### config.mk
export PLATFORM = sky130hd
export DESIGN_NAME = imem_loader
export DESIGN_NICKNAME = d
export VERILOG_FILES = /design/src/rtl/cpu_pkg.sv /design/src/rtl/byte_to_word.sv /design/src/rtl/imem_loader.sv
export SDC_FILE = /design/constraint.sdc
export NUM_CORES = 1
export LEC_CHECK = 0
export ABC_CLOCK_PERIOD_IN_PS = 3300
export CORE_UTILIZATION = 58
export DETAILED_ROUTE_END_ITERATION = 6
export PLACE_DENSITY = 0.93
export SYNTH_ARGS = -nofsm -noshare
export SYNTH_HDL_FRONTEND = slang
export SYNTH_HIERARCHICAL = 1
export SYNTH_SLANG_ARGS = --single-unit
### constraint.sdc
create_clock -name clk -period 3.3 [get_ports clk]
set_input_delay 0.66 -clock clk [delete_from_list [all_inputs] [get_ports clk]]
set_output_delay 0.66 -clock clk [all_outputs]
set_load 0.005 [all_outputs]
### src/rtl/cpu_pkg.sv
// Shared CPU/loader definitions: loader state encoding and word/address step constants.
package cpu_pkg;

  typedef enum logic [2:0] {
    IDLE,
    LEN_HI,
    LEN_LO,
    DATA,
    CHK,
    DONE,
    ERR
  } state_t;

  localparam int unsigned WORD_BYTES = 4;
  localparam int unsigned ADDR_STEP  = 4;
  localparam int unsigned BYTE_W     = 8;
  localparam int unsigned WORD_W     = WORD_BYTES * BYTE_W;

endpackage

### src/rtl/byte_to_word.sv
// Big-endian byte-to-word assembler; word_valid pulses the cycle after the 4th accepted byte.
module byte_to_word
  import cpu_pkg::*;
(
  input  logic              clk,
  input  logic              reset,
  input  logic              clear,
  input  logic              accept,
  input  logic [BYTE_W-1:0] in_byte,
  output logic [WORD_W-1:0] word,
  output logic              word_valid,
  output logic              last_byte_c
);

  localparam int unsigned CNT_W = $clog2(WORD_BYTES);

  logic [CNT_W-1:0]         cnt;
  logic [WORD_W-BYTE_W-1:0] sr;

  assign last_byte_c = (cnt == CNT_W'(WORD_BYTES - 1));

  // Shift register plus wrapping byte counter; the finished word is latched so it
  // stays stable while the next word starts shifting in.
  always_ff @(posedge clk or posedge reset) begin
    if (reset) begin
      cnt        <= '0;
      sr         <= '0;
      word       <= '0;
      word_valid <= 1'b0;
    end else begin
      word_valid <= 1'b0;
      if (clear) begin
        cnt <= '0;
        sr  <= '0;
      end else if (accept) begin
        cnt <= cnt + CNT_W'(1);
        sr  <= {sr[WORD_W-2*BYTE_W-1:0], in_byte};
        if (last_byte_c) begin
          word       <= {sr, in_byte};
          word_valid <= 1'b1;
        end
      end
    end
  end

endmodule

### src/rtl/imem_loader.sv
// Instruction-memory loader: length header, big-endian words, optional XOR checksum
// (enabled by defining IMEM_LOADER_CHECKSUM_EN). Holds the CPU until DONE.
module imem_loader
  import cpu_pkg::*;
#(
  parameter int unsigned        ADDR_W    = 32,
  parameter logic [ADDR_W-1:0]  BASE_ADDR = '0,
  parameter int unsigned        MAX_WORDS = 1024
) (
  input  logic              clk,
  input  logic              reset,
  input  logic              start,
  input  logic [7:0]        in_data,
  input  logic              in_valid,
  output logic              in_ready,
  output logic              im_we,
  output logic [ADDR_W-1:0] im_addr,
  output logic [31:0]       im_wdata,
  output logic              cpu_hold,
  output logic              done,
  output logic              error,
  output logic [15:0]       words_loaded
);

  localparam int unsigned LEN_W = 16;

`ifdef IMEM_LOADER_CHECKSUM_EN
  localparam state_t FINAL = CHK;
`else
  localparam state_t FINAL = DONE;
`endif

  state_t           state, state_n;
  logic             tail, tail_n;
  logic             restart;
  logic             ready_n;
  logic             accept;
  logic             data_accept;
  logic             last_byte_c;
  logic [LEN_W-1:0] len;
  logic [LEN_W-1:0] len_word;

  assign accept      = in_valid & in_ready;
  assign data_accept = accept && (state == DATA);
  assign len_word    = {len[LEN_W-1:BYTE_W], in_data};

`ifdef IMEM_LOADER_CHECKSUM_EN
  logic [7:0] csum;

  // Running XOR over data bytes only.
  always_ff @(posedge clk or posedge reset) begin
    if (reset)            csum <= '0;
    else if (restart)     csum <= '0;
    else if (data_accept) csum <= csum ^ in_data;
  end
`endif

  byte_to_word u_b2w (
    .clk         (clk),
    .reset       (reset),
    .clear       (restart),
    .accept      (data_accept),
    .in_byte     (in_data),
    .word        (im_wdata),
    .word_valid  (im_we),
    .last_byte_c (last_byte_c)
  );

  always_ff @(posedge clk or posedge reset) begin
    if (reset) state <= IDLE;
    else       state <= state_n;
  end

  // tail marks that the final data byte is in; DATA is left once its write pulse is out,
  // and no further bytes are taken in between.
  always_comb begin
    state_n = state;
    tail_n  = tail;
    restart = 1'b0;
    case (state)
      IDLE, DONE, ERR: begin
        if (start) begin
          state_n = LEN_HI;
          tail_n  = 1'b0;
          restart = 1'b1;
        end
      end
      LEN_HI: if (accept) state_n = LEN_LO;
      LEN_LO: begin
        if (accept) begin
          if (len_word == '0)                  state_n = FINAL;
          else if (32'(len_word) > MAX_WORDS)  state_n = ERR;
          else                                 state_n = DATA;
        end
      end
      DATA: begin
        if (data_accept && last_byte_c && ((words_loaded + 16'd1) == len)) tail_n = 1'b1;
        if (tail && im_we) state_n = FINAL;
      end
`ifdef IMEM_LOADER_CHECKSUM_EN
      CHK: if (accept) state_n = (in_data == csum) ? DONE : ERR;
`endif
      default: state_n = IDLE;
    endcase
  end

  assign ready_n = (state_n == LEN_HI) || (state_n == LEN_LO) || (state_n == CHK) ||
                   ((state_n == DATA) && !tail_n);

  // Registered status, header capture and write address/count.
  always_ff @(posedge clk or posedge reset) begin
    if (reset) begin
      tail         <= 1'b0;
      len          <= '0;
      im_addr      <= BASE_ADDR;
      words_loaded <= '0;
      in_ready     <= 1'b0;
      cpu_hold     <= 1'b1;
      done         <= 1'b0;
      error        <= 1'b0;
    end else begin
      tail     <= tail_n;
      in_ready <= ready_n;
      cpu_hold <= (state_n != DONE);
      done     <= (state_n == DONE);
      error    <= (state_n == ERR);
      if (accept && (state == LEN_HI)) len[LEN_W-1:BYTE_W] <= in_data;
      if (accept && (state == LEN_LO)) len[BYTE_W-1:0]     <= in_data;
      if (restart) begin
        im_addr      <= BASE_ADDR;
        words_loaded <= '0;
      end else if (im_we) begin
        im_addr      <= im_addr + ADDR_W'(ADDR_STEP);
        words_loaded <= words_loaded + 16'd1;
      end
    end
  end

endmodule

==> results.sh <==
export IMPL_r2r_cells=6
export IMPL_synth_warnings=6
export IMPL_violations="design-rule violations"
export IMPL_dr_pass1_iters=7
export IMPL_finalWirelength_um=16230
export IMPL_seq_area_frac_synth_pct=51.10
export IMPL_worstMarginPinSlew_ns=0.8090
export IMPL_worst_setup_path_end_kind="flip-flop"
export IMPL_syn2layout_area_growth_pct=25.52
export IMPL_critPathMaxFanout=33
export IMPL_grt_max_degree=41
export IMPL_ios=97
export IMPL_status="complete, but fails checks"
export IMPL_yosysMostFrequentCell="dfrtp_1"
export IMPL_min_period_ns=2.852
export IMPL_path_clk_slew_ns=0.06
export IMPL_start_kind="flip-flop"
export IMPL_routed_via_count=5042
export IMPL_ys_top_cells_by_area="dfrtp_1, mux2_4, nor2_1, mux2i_1, xor2_1"
export IMPL_ir_drop_mv=0.4377
export IMPL_synth_avg_cell_area_um2=11.21
export IMPL_h_tree_depth=4
export IMPL_synth_commonest_cells="dfrtp_1, nor2_1, mux2_4, xor2_1"
export IMPL_final_antenna_net_count=0
export IMPL_clockBufferDepth=2
export IMPL_design_core_area_um2=10460
export IMPL_die_h_um=106.4
export IMPL_worstReg2RegEnd="u_b2w/word[7]"
export IMPL_async_reset_ff_share_pct=100.0
export IMPL_report_final_slew_viol_count=0
export IMPL_synth_top_area_share_pct=50.68
export IMPL_wl_per_cell_um=20.16
export IMPL_ys_flop_type="dfrtp_1"
export IMPL_clkSinkCount=129
export IMPL_grt_pass1_vias=5174
export IMPL_critPathBufInv=1
export IMPL_die_area_um2=11320
export IMPL_fin_setup_tns_ns=0
export IMPL_hp_class="flip-flop to flip-flop"
export IMPL_start_util_pct=60.40
export IMPL_clk_insertion_delay_late_ns=0.53
export IMPL_cp_num_cells=6
export IMPL_crit_family="simple AND/OR/NAND/NOR gates"
export IMPL_crit_start="state[1]"
export IMPL_grt_pass1_wl_um=26760
export IMPL_crit_end="u_b2w/word[7]"
export IMPL_swShare_pct=32.92
export IMPL_track_usage_pct=30.84
export IMPL_p_leak_nw=3.558
export IMPL_nets=671
export IMPL_hold_violations=0
export IMPL_finClkSkew_ns=0.007186
export IMPL_place_congestion=0.8884
export IMPL_setup_viol=0
export IMPL_max_slew_margin_rel_pct=45.77
export IMPL_synth_distinct_cells=64
export IMPL_fmax_mhz=350.6
export IMPL_netlist_instances=564
export IMPL_die_w_um=106.4
export IMPL_antenna_found_initial=0
export IMPL_overflow=0
export IMPL_via_per_inst=6.263
export IMPL_timing_hold_ws_ns=0.5157
export IMPL_diodes=0
export IMPL_pwr_share_clk_pct=30.9
export IMPL_cts_root_buf="clkbuf_8"
export IMPL_pwr_share_comb_pct=29.4
export IMPL_worstPathArrival_ns=3.27
export IMPL_rows=37
export IMPL_worst_ep_required_time_ns=3.72
export IMPL_p_sw_mw=2.015
export IMPL_post_cts_buffers=0
export IMPL_p_per_area_nw_per_um2=771.5
export IMPL_crit_chain="nor2b_1, nor3_1, o21ai_1, inv_2, nand3b_4, mux2_4"
export IMPL_power_internal_mw=4.105
export IMPL_max_stage_delay_ns=0.65
export IMPL_slowest_stage="nand3b_4"
export IMPL_hp_start="u_b2w/word[18]"
export IMPL_cts_buffers=17
export IMPL_ff2ff_setup_slack_ns=0.45
export IMPL_hpwl_um=10130
export IMPL_hold_buffers=0
export IMPL_seqPwrFrac_pct=39.7
export IMPL_rr_startpoint="state[1]"
export IMPL_syn_area_um2=6320
export IMPL_tritoncts="built"
export IMPL_cts_resized=0
export IMPL_drt_iter0_markers=441
export IMPL_cap_viol_max_count=0
export IMPL_drc=5
export IMPL_yosysTopAreaCell="dfrtp_1"
export IMPL_rsz0062_at_grt="no"
export IMPL_yosys_register_bits=129
export IMPL_portBuffers=94
export IMPL_synth_edff_count=0
export IMPL_period_share_pct=86.42
export IMPL_critPathKind="flip-flop to flip-flop"
export IMPL_drive_gt1_share_pct=15.25
[power groups by stage]
| stage | Combinational [mW] | Clock [mW] | Sequential (mW) |
|---|---|---|---|
| floorplan | 1.17 | 0 | 2.27 |
| global placement | 1.61 | 0 | 2.39 |
| detailed placement | 1.71 | 0 | 2.41 |
| CTS | 1.78 | 1.89 | 2.41 |
| global route | 1.93 | 1.98 | 2.47 |
| finish | 1.80 | 1.89 | 2.43 |
[worst min path at each step]
stage / end / slack [ns] / cells past startpoint
6_report: u_b2w/word[18] / 0.52 / 1
5_1_grt: u_b2w/word[18] / 0.53 / 1
4_1_cts: u_b2w/word[18] / 0.52 / 1
3_5_place_dp: u_b2w/word[4] / 0.49 / 1
3_3_place_gp: u_b2w/word[30] / 0.49 / 1
2_1_floorplan: tail / 0.47 / 1
[cell type report]
| cell class | count | area [um2] |
|---|---|---|
| fill | 622 | 2530 |
| clock inverter | 13 | 161.4 |
| sequential | 129 | 3229 |
| inverter | 14 | 52.55 |
| tap | 136 | 170.2 |
| clock buffer | 19 | 431.7 |
| multi-input combinational | 393 | 2882 |
| timing repair buffer | 101 | 1006 |
[placed cells by master, fill, tap and decap left out, types with 5 or more instances in the layout]
master	count
xor2_1	29
clkdlybuf4s50_1	94
nand2_1	26
or3_1	15
a21oi_1	10
o21ai_0	12
clkbuf_16	16
mux2_4	29
nor2_1	76
nor3_1	6
and3_1	9
dfrtp_1	128
mux2_2	18
mux2i_1	28
and4_1	5
nand3_1	18
xnor2_1	28
buf_4	6
nand4_1	17
inv_1	10
[worst reg2reg max path, delay by kind of cell, from the launching register on]
family	cells	cell delay, ns
and+or+nand+nor	3	1.05
DFF	1	0.52
AOI/OAI and AO/OA	1	0.36
muxes	1	0.53
buffers and inverters	1	0.27
[per-stage QoR]
| stage | utilization (%) | instances | total power [mW] | setup WS [ns] | area (um2) |
|---|---|---|---|---|---|
| 2_1_floorplan | - | 565 | 3.444 | 0.8734 | 6324 |
| 3_3_place_gp | 70.15 | 773 | 3.995 | 0.4335 | 7340 |
| 3_5_place_dp | 70.15 | 773 | 4.115 | 0.4008 | 7340 |
| 4_1_cts | 75.82 | 805 | 6.078 | 0.5042 | 7933 |
| 5_1_grt | 75.82 | 805 | 6.375 | 0.2388 | 7933 |
| 6_report | 75.82 | 805 | 6.120 | 0.4480 | 7933 |
[layer usage]
layer / part of all wire (%) / GRT usage, % / vias to the layer above
met4: 3.2 / 13.59 / 0
met5: 0 / 0 / -
met2: 50 / 50.74 / 314
met3: 6.8 / 7.235 / 67
met1: 40 / 38.85 / 2507
li1: - / - / 2154
[registers in the layout, summed over array words and instances (netlist names)]
name              cells
done                  1
words_loaded         16
u_b2w/sr             24
len                  16
u_b2w/word_valid      1
error                 1
u_b2w/word           32
tail                  1
in_ready              1
im_addr              30
cpu_hold              1
u_b2w/cnt             2
state                 3
[kinds of logic after synthesis]
group	share of synthesized area, %
adder cells (fa/ha/maj)	0.5940
other	0.05934
buffers and inverters	3.484
XOR/XNOR	7.899
AND/OR/NAND/NOR	17.20
multiplexers	14.53
flip-flops	51.10
AO/OA/AOI/OAI	5.128
(Power assumes the default switching activity.)
